<file path="config.mk">
export PLATFORM = sky130hd
export DESIGN_NAME = inst_rom_arbiter_flat
export DESIGN_NICKNAME = d
export VERILOG_FILES = /design/src/rtl/inst_rom_arbiter_pkg.sv /design/src/rtl/inst_rom_arbiter_if.sv /design/src/rtl/inst_addr_check.sv /design/src/rtl/inst_rom_arbiter.sv /design/src/flat_wrapper.sv
export SDC_FILE = /design/constraint.sdc
export NUM_CORES = 1
export LEC_CHECK = 0
export ABC_CLOCK_PERIOD_IN_PS = 4300
export BUFFER_PORTS_ARGS = -buffer_cell sky130_fd_sc_hd__buf_2
export CORE_MARGIN = 2
export CORE_UTILIZATION = 35
export DETAILED_ROUTE_END_ITERATION = 16
export GPL_ROUTABILITY_DRIVEN = 0
export PLACE_DENSITY = 0.69
export RECOVER_POWER = 100
export SYNTH_ARGS = -nofsm -noshare
export SYNTH_HDL_FRONTEND = slang
export SYNTH_SLANG_ARGS = --single-unit
</file>
<file path="constraint.sdc">
create_clock -name clk -period 4.3 [get_ports clk]
set_input_delay 0.43 -clock clk [delete_from_list [all_inputs] [get_ports clk]]
set_output_delay 0.43 -clock clk [all_outputs]
set_load 0.01 [all_outputs]
</file>
<file path="src/rtl/inst_rom_arbiter_pkg.sv">
// rtl/inst_rom_arbiter_pkg.sv - shared constants and FSM encoding for the instruction ROM arbiter
package inst_rom_arbiter_pkg;

    localparam logic        CHIP_ENABLE       = 1'b1;
    localparam logic        CHIP_DISABLE      = 1'b0;
    localparam logic [31:0] ZERO_WORD         = 32'h0000_0000;
    localparam int          INST_ADDR_BUS     = 32;
    localparam int          INST_BUS          = 32;
    localparam int          INST_MEM_NUM_LOG2 = 17;
    localparam int          ARB_STARVE_LIMIT  = 4;

    typedef enum logic {
        ARB_IF_PRI    = 1'b0,
        ARB_DBG_FORCE = 1'b1
    } arb_state_e;

endpackage

</file>
<file path="src/rtl/inst_rom_arbiter_if.sv">
// rtl/inst_rom_arbiter_if.sv - requester, response and ROM signals bundled for the arbiter
interface inst_rom_arbiter_if #(
    parameter int ADDR_W = inst_rom_arbiter_pkg::INST_ADDR_BUS,
    parameter int DATA_W = inst_rom_arbiter_pkg::INST_BUS
);
    logic              if_req;
    logic [ADDR_W-1:0] if_addr;
    logic              if_flush;
    logic              if_gnt;
    logic              if_rsp_valid;
    logic [DATA_W-1:0] if_rsp_inst;
    logic              if_rsp_err;

    logic              dbg_req;
    logic [ADDR_W-1:0] dbg_addr;
    logic              dbg_gnt;
    logic              dbg_rsp_valid;
    logic [DATA_W-1:0] dbg_rsp_inst;
    logic              dbg_rsp_err;

    logic              rom_ce;
    logic [ADDR_W-1:0] rom_addr;
    logic [DATA_W-1:0] rom_inst;

    // Arbiter side
    modport slave (
        input  if_req, if_addr, if_flush, dbg_req, dbg_addr, rom_inst,
        output if_gnt, if_rsp_valid, if_rsp_inst, if_rsp_err,
        output dbg_gnt, dbg_rsp_valid, dbg_rsp_inst, dbg_rsp_err,
        output rom_ce, rom_addr
    );

    // Requesters plus ROM side
    modport master (
        output if_req, if_addr, if_flush, dbg_req, dbg_addr, rom_inst,
        input  if_gnt, if_rsp_valid, if_rsp_inst, if_rsp_err,
        input  dbg_gnt, dbg_rsp_valid, dbg_rsp_inst, dbg_rsp_err,
        input  rom_ce, rom_addr
    );

endinterface

</file>
<file path="src/rtl/inst_addr_check.sv">
// rtl/inst_addr_check.sv - combinational word-alignment and ROM range check
module inst_addr_check #(
    parameter int ADDR_W   = 32,
    parameter int MEM_LOG2 = 17
) (
    input  logic [ADDR_W-1:0] addr_i,
    output logic              err_o
);

    // First illegal byte address, one bit wider so it cannot overflow
    localparam logic [ADDR_W:0] ADDR_LIMIT = (ADDR_W+1)'(4) << MEM_LOG2;

    assign err_o = (addr_i[1:0] != 2'b00) || ({1'b0, addr_i} >= ADDR_LIMIT);

endmodule

</file>
<file path="src/rtl/inst_rom_arbiter.sv">
// rtl/inst_rom_arbiter.sv - IF/DBG arbiter for the instruction ROM; INST_ROM_ARBITER_PERF_EN adds grant/conflict counters
module inst_rom_arbiter
    import inst_rom_arbiter_pkg::*;
#(
    parameter int ADDR_W       = INST_ADDR_BUS,
    parameter int DATA_W       = INST_BUS,
    parameter int MEM_LOG2     = INST_MEM_NUM_LOG2,
    parameter int STARVE_LIMIT = ARB_STARVE_LIMIT
) (
    input  logic                clk,
    input  logic                rst,
    inst_rom_arbiter_if.slave   bus
`ifdef INST_ROM_ARBITER_PERF_EN
    ,
    output logic [31:0]         perf_if_cnt,
    output logic [31:0]         perf_dbg_cnt,
    output logic [31:0]         perf_conflict_cnt
`endif
);

    arb_state_e        state_q;
    logic [3:0]        starve_q;
    logic [3:0]        starve_d;

    logic              if_win;
    logic              dbg_win;
    logic [ADDR_W-1:0] win_addr;
    logic              addr_err;

    logic              if_rsp_valid_q, if_rsp_valid_d;
    logic              if_rsp_err_q,   if_rsp_err_d;
    logic [DATA_W-1:0] if_rsp_inst_q,  if_rsp_inst_d;
    logic              dbg_rsp_valid_q, dbg_rsp_valid_d;
    logic              dbg_rsp_err_q,   dbg_rsp_err_d;
    logic [DATA_W-1:0] dbg_rsp_inst_q,  dbg_rsp_inst_d;

    // Pick the winner: DBG only when forced or IF is idle; nothing while reset is held
    always_comb begin
        if_win  = 1'b0;
        dbg_win = 1'b0;
        if (rst) begin
            if (bus.dbg_req && ((state_q == ARB_DBG_FORCE) || !bus.if_req)) begin
                dbg_win = 1'b1;
            end else if (bus.if_req) begin
                if_win = 1'b1;
            end
        end
    end

    assign win_addr = if_win  ? bus.if_addr  :
                      dbg_win ? bus.dbg_addr : '0;

    inst_addr_check #(
        .ADDR_W   (ADDR_W),
        .MEM_LOG2 (MEM_LOG2)
    ) u_addr_check (
        .addr_i (win_addr),
        .err_o  (addr_err)
    );

    assign bus.if_gnt   = if_win;
    assign bus.dbg_gnt  = dbg_win;
    assign bus.rom_addr = win_addr;
    assign bus.rom_ce   = ((if_win || dbg_win) && !addr_err) ? CHIP_ENABLE : CHIP_DISABLE;

    // Saturating increment so a long-denied DBG never wraps back to zero
    assign starve_d = (starve_q == 4'hF) ? starve_q : starve_q + 4'd1;

    // Arbitration FSM: count denied DBG cycles and force one DBG grant at the limit
    always_ff @(posedge clk or negedge rst) begin
        if (!rst) begin
            state_q  <= ARB_IF_PRI;
            starve_q <= 4'd0;
        end else begin
            case (state_q)
                ARB_IF_PRI: begin
                    if (dbg_win) begin
                        starve_q <= 4'd0;
                    end else if (bus.dbg_req) begin
                        starve_q <= starve_d;
                        if (starve_d >= 4'(STARVE_LIMIT)) begin
                            state_q <= ARB_DBG_FORCE;
                        end
                    end
                end
                ARB_DBG_FORCE: begin
                    // Either DBG is granted this cycle or it withdrew; both end the forced window
                    starve_q <= 4'd0;
                    state_q  <= ARB_IF_PRI;
                end
                default: begin
                    starve_q <= 4'd0;
                    state_q  <= ARB_IF_PRI;
                end
            endcase
        end
    end

    // Next response values; errored fetches return zero, flush only masks IF valid/err
    always_comb begin
        if_rsp_valid_d  = if_win && !bus.if_flush;
        if_rsp_err_d    = if_win && !bus.if_flush && addr_err;
        if_rsp_inst_d   = if_rsp_inst_q;
        dbg_rsp_valid_d = dbg_win;
        dbg_rsp_err_d   = dbg_win && addr_err;
        dbg_rsp_inst_d  = dbg_rsp_inst_q;
        if (if_win) begin
            if_rsp_inst_d = addr_err ? DATA_W'(ZERO_WORD) : bus.rom_inst;
        end
        if (dbg_win) begin
            dbg_rsp_inst_d = addr_err ? DATA_W'(ZERO_WORD) : bus.rom_inst;
        end
    end

    // Register the ROM word so each grant returns exactly one cycle later
    always_ff @(posedge clk or negedge rst) begin
        if (!rst) begin
            if_rsp_valid_q  <= 1'b0;
            if_rsp_err_q    <= 1'b0;
            if_rsp_inst_q   <= DATA_W'(ZERO_WORD);
            dbg_rsp_valid_q <= 1'b0;
            dbg_rsp_err_q   <= 1'b0;
            dbg_rsp_inst_q  <= DATA_W'(ZERO_WORD);
        end else begin
            if_rsp_valid_q  <= if_rsp_valid_d;
            if_rsp_err_q    <= if_rsp_err_d;
            if_rsp_inst_q   <= if_rsp_inst_d;
            dbg_rsp_valid_q <= dbg_rsp_valid_d;
            dbg_rsp_err_q   <= dbg_rsp_err_d;
            dbg_rsp_inst_q  <= dbg_rsp_inst_d;
        end
    end

    assign bus.if_rsp_valid  = if_rsp_valid_q;
    assign bus.if_rsp_err    = if_rsp_err_q;
    assign bus.if_rsp_inst   = if_rsp_inst_q;
    assign bus.dbg_rsp_valid = dbg_rsp_valid_q;
    assign bus.dbg_rsp_err   = dbg_rsp_err_q;
    assign bus.dbg_rsp_inst  = dbg_rsp_inst_q;

`ifdef INST_ROM_ARBITER_PERF_EN
    logic [31:0] perf_if_cnt_q;
    logic [31:0] perf_dbg_cnt_q;
    logic [31:0] perf_conflict_cnt_q;

    // Free-running event counters, wrapping naturally at 2^32
    always_ff @(posedge clk or negedge rst) begin
        if (!rst) begin
            perf_if_cnt_q       <= 32'd0;
            perf_dbg_cnt_q      <= 32'd0;
            perf_conflict_cnt_q <= 32'd0;
        end else begin
            if (if_win) begin
                perf_if_cnt_q <= perf_if_cnt_q + 32'd1;
            end
            if (dbg_win) begin
                perf_dbg_cnt_q <= perf_dbg_cnt_q + 32'd1;
            end
            if (bus.if_req && bus.dbg_req) begin
                perf_conflict_cnt_q <= perf_conflict_cnt_q + 32'd1;
            end
        end
    end

    assign perf_if_cnt       = perf_if_cnt_q;
    assign perf_dbg_cnt      = perf_dbg_cnt_q;
    assign perf_conflict_cnt = perf_conflict_cnt_q;
`endif

endmodule

</file>
<file path="src/flat_wrapper.sv">
// flat-port wrapper written by rule: the top's interface ports become plain ports
module inst_rom_arbiter_flat import inst_rom_arbiter_pkg::*;
#(
    parameter int ADDR_W       = INST_ADDR_BUS,
    parameter int DATA_W       = INST_BUS,
    parameter int MEM_LOG2     = INST_MEM_NUM_LOG2,
    parameter int STARVE_LIMIT = ARB_STARVE_LIMIT
)
  (clk, rst, bus_if_req, bus_if_addr, bus_if_flush, bus_dbg_req, bus_dbg_addr, bus_rom_inst, bus_if_gnt, bus_if_rsp_valid, bus_if_rsp_inst, bus_if_rsp_err, bus_dbg_gnt, bus_dbg_rsp_valid, bus_dbg_rsp_inst, bus_dbg_rsp_err, bus_rom_ce, bus_rom_addr);
  inst_rom_arbiter_if #(.ADDR_W(ADDR_W), .DATA_W(DATA_W)) bus_i ();
  input  logic clk;
  input  logic rst;
  input wire logic [$bits(bus_i.if_req)-1:0] bus_if_req;
  input wire logic [$bits(bus_i.if_addr)-1:0] bus_if_addr;
  input wire logic [$bits(bus_i.if_flush)-1:0] bus_if_flush;
  input wire logic [$bits(bus_i.dbg_req)-1:0] bus_dbg_req;
  input wire logic [$bits(bus_i.dbg_addr)-1:0] bus_dbg_addr;
  input wire logic [$bits(bus_i.rom_inst)-1:0] bus_rom_inst;
  output wire logic [$bits(bus_i.if_gnt)-1:0] bus_if_gnt;
  output wire logic [$bits(bus_i.if_rsp_valid)-1:0] bus_if_rsp_valid;
  output wire logic [$bits(bus_i.if_rsp_inst)-1:0] bus_if_rsp_inst;
  output wire logic [$bits(bus_i.if_rsp_err)-1:0] bus_if_rsp_err;
  output wire logic [$bits(bus_i.dbg_gnt)-1:0] bus_dbg_gnt;
  output wire logic [$bits(bus_i.dbg_rsp_valid)-1:0] bus_dbg_rsp_valid;
  output wire logic [$bits(bus_i.dbg_rsp_inst)-1:0] bus_dbg_rsp_inst;
  output wire logic [$bits(bus_i.dbg_rsp_err)-1:0] bus_dbg_rsp_err;
  output wire logic [$bits(bus_i.rom_ce)-1:0] bus_rom_ce;
  output wire logic [$bits(bus_i.rom_addr)-1:0] bus_rom_addr;
  assign bus_i.if_req = bus_if_req;
  assign bus_i.if_addr = bus_if_addr;
  assign bus_i.if_flush = bus_if_flush;
  assign bus_i.dbg_req = bus_dbg_req;
  assign bus_i.dbg_addr = bus_dbg_addr;
  assign bus_i.rom_inst = bus_rom_inst;
  assign bus_if_gnt = bus_i.if_gnt;
  assign bus_if_rsp_valid = bus_i.if_rsp_valid;
  assign bus_if_rsp_inst = bus_i.if_rsp_inst;
  assign bus_if_rsp_err = bus_i.if_rsp_err;
  assign bus_dbg_gnt = bus_i.dbg_gnt;
  assign bus_dbg_rsp_valid = bus_i.dbg_rsp_valid;
  assign bus_dbg_rsp_inst = bus_i.dbg_rsp_inst;
  assign bus_dbg_rsp_err = bus_i.dbg_rsp_err;
  assign bus_rom_ce = bus_i.rom_ce;
  assign bus_rom_addr = bus_i.rom_addr;
  inst_rom_arbiter #(.ADDR_W(ADDR_W), .DATA_W(DATA_W), .MEM_LOG2(MEM_LOG2), .STARVE_LIMIT(STARVE_LIMIT)) u_core (.clk(clk), .rst(rst), .bus(bus_i));
endmodule
</file>
==> impl_metrics.csv <==
group,metric,value,unit
floorplanning,floorplan.die_area,0.0114,mm²
grt,grt_total_ovfl,0,
run,maxCapViolations,2,
synthesis,yosys.cell_types.count,36,
floorplanning,floorplan.die.width,107,µm
timing,tightestPinTransition,1.80,ns
worst_setup_path,critical_path_required,3.87,ns
cells_and_area,n_antenna_cell,0,
floorplanning,i_o_pin_count,204,
routing,drtIter0Drc,180,
synthesis,async_flop_share,100,%
routing,drc,0,
grt,globalRouteTotalUtil,19.2,%
synthesis,synth_top_cells_by_area,"dfrtp_1 50%, nand2_1 14%, o31ai_1 9.0%",
synthesis,cell_area_synth,0.00369,mm²
worst_setup_path,worstSetupEndpointType,"output pin",
cts,cts.sinks,73,
timing,period_share,81.6,%
routing,drt_pre_antenna_iters,5,
power,power.density,418,mW/mm²
cts,clk_transition_reported_paths,0.08,ns
worst_hold_path,worstHoldPathType,"primary input to register",
status,run_status,"finished with violations",
power,cellLeakagePower,2.13,nW
synthesis,synth.net_count,496,
cts,cts_hold_buf,0,
placed_design,numPortBuffers,203,
worst_setup_path,cp_data_arrival_time,3.08,ns
floorplanning,dieHeight,107,µm
timing,setup_viol,0,
synthesis,yosys_top_cell_by_area,"dfrtp_1",
timing,worst_slew_margin_rel,-20.3,%
synthesis,postSynthCellCount,394,
timing,achievable-frequency,285,MHz
synthesis,post_synth.cell_area_avg,9.36,µm²
floorplanning,starting_utilization_of_the_core_area,35.9,%
cts,tritoncts,"built",
timing,finalHoldViolCount,0,
power,worst_ir_drop_on_vdd,164,µV
synthesis,synth.yosys.seq_area_share,49.5,%
floorplanning,core-area,0.0103,mm²
synthesis,synth_top_flop_cell,"dfrtp_1",
worst_setup_path,critical_path.slowest_cell,"clkbuf_2",
worst_setup_path,worst_path_largest_cell_delay,0.86,ns
floorplanning,std_cell_rows,37,
placed_design,post_placement_cell_count,702,
worst_setup_path,critical_path.startpoint_type,"register",
placed_design,post-dp-hpwl,7.44,mm
timing,total_negative_setup_slack,0,ns
synthesis,ys_seq_elements,73,
routing,vias_per_cell,5.08,
worst_setup_path,crit_path_cell_trace,"a21boi_2, nand2_1, buf_4, inv_1, clkbuf_2, a22o_1, clkbuf_1",
status,failed_checks,"max-capacitance violations, max-slew violations",
timing,rsz0062_at_grt,"no",
synthesis,synth_warnings,0,
routing,vias,3651,
cells_and_area,final_cell_count_no_fill,718,
timing,report.final.slew_viol_count,110,
timing,skew,0.0100,ns
routing,ant_nets,0,
grt,grt_first_pass_wirelength,17.3,mm
cts,cts.repair.resized,0,
cells_and_area,num-nets-final,679,
cts,cell_at_the_root_of_the_clock_tree,"clkbuf_8",
grt,grt_antenna_before_repair,0,
cts,cts_max_path_buffers,2,
worst_setup_path,setup.worst_path.class,"register to output pin",
synthesis,post_synth_most_frequent_cells,"141 x nand2_1, 73 x dfrtp_1, 44 x o31ai_1",
timing,final_period_minus_worst_setup_slack,3.51,ns
synthesis,synth.top_cell.area_share,49.5,%
routing,routed_wirelength,11.0,mm
cts,worst_skew_pair.late_latency,0.35,ns
routing,routed_wire_length_per_instance,15.4,µm
cts,h-tree-depth,3,
synthesis,synth_edf_count,0,
cts,cts_bufs_inserted,9,
cts,post_cts_buffers,0,
grt,via_count_of_the_first_global_routing_pass,3563,
synthesis,synth_most_common_cell,"nand2_1",
cells_and_area,area_growth,27.7,%
grt,grt_max_degree,74,
worst_setup_path,crit_path_max_fanout,56,
cells_and_area,post_route_cells_drive_above_1_share,22.7,%
cells in the final DEF, fill, tap and decap left out, types with 6 or more instances in the layout:
master / n
o21ai_0: 8
nand2_1: 142
nand3_1: 8
dfrtp_1: 73
clkbuf_1: 100
clkbuf_8: 10
a22o_1: 23
inv_1: 6
o31ai_1: 61
buf_2: 104
stage by stage:
stage | setup WS (ns) | util (%) | power (mW) | area [µm²] | hold slack, ns
final | 0.791 | 45.8 | 1.97 | 4710 | 0.240
after global routing | 0.580 | 45.8 | 2.09 | 4710 | 0.219
after CTS | 1.02 | 48.1 | 2.04 | 4940 | 0.226
after detailed placement | 1.25 | 46.1 | 1.48 | 4740 | 0.463
after global placement | 1.32 | 46.1 | 1.47 | 4740 | 0.458
after floorplan | 1.72 | - | 1.25 | 3690 | 0.134
critical path, delay by kind of cell (launching register included):
kind                   cells  cell delay (ns)
buffers and inverters      4             1.48
AOI/OAI and AO/OA          2             0.66
and+or+nand+nor            1             0.09
DFF                        1             0.47
cell families after synthesis:
family / after synthesis / share of synthesized area [%]
DFF: 73 / 49.5
muxes: 1 / 0.271
xor gates and xnor gates: 1 / 0.237
adders and majority gates: 1 / 0.339
and+or+nand+nor: 164 / 18.1
AOI/OAI and AO/OA: 110 / 25.6
buffers and inverters: 44 / 5.90
cell type report:
type / count / area, µm²
fillers: 1083 / 5570
flip-flops and latches: 73 / 1830
multi-input cells: 277 / 1550
repair buffers: 210 / 936
well taps: 136 / 170
clock buffers: 10 / 138
clock inverters: 6 / 66.3
inverters: 6 / 22.5
path summary, 6_finish.rpt:
check / startpoint / endpoint / slack [ns] / cells after the start
setup / recovery: u_core.state_q$_DFF_PN0_ / bus_rom_addr[13] / 0.79 / 7
hold / removal: bus_if_flush / u_core.bus.if_rsp_valid$_DFF_PN0_ / 0.24 / 2
setup reg to reg: u_core.state_q$_DFF_PN0_ / u_core.starve_q[3]$_DFFE_PN0P_ / 1.45 / 5
hold reg to reg: u_core.bus.dbg_rsp_inst[11]$_DFFE_PN0N_ / u_core.bus.dbg_rsp_inst[11]$_DFFE_PN0N_ / 0.48 / 2
max in group asynchronous: rst / u_core.bus.dbg_rsp_inst[24]$_DFFE_PN0N_ / 2.04 / 2
min in group asynchronous: rst / u_core.bus.if_rsp_inst[15]$_DFFE_PN0P_ / 1.18 / 2
where the power goes:
group	switching [mW]	internal, mW
Combinational	0.364	0.190
Clock	0.270	0.285
Sequential	0.0739	0.784
Total	0.708	1.26
registers in the layout, indices dropped and copies added (netlist names):
signal / cells
u_core.bus.dbg_rsp_err: 1
u_core.bus.dbg_rsp_inst: 32
u_core.bus.dbg_rsp_valid: 1
u_core.bus.if_rsp_err: 1
u_core.bus.if_rsp_inst: 32
u_core.bus.if_rsp_valid: 1
u_core.starve_q: 4
u_core.state_q: 1
per-layer routing:
layer  wire length (µm)  part of all wire (%)  track usage [%]  vias to the layer above
li1                   -                     -                -                     1757
met1               4860                    44             24.7                     1715
met2               5210                    47             31.0                      163
met3                782                   7.1             5.65                       16
met4                187                   1.7             6.12                        0
met5                  0                     0                0                        -
Power figures use the tool's default switching activity.
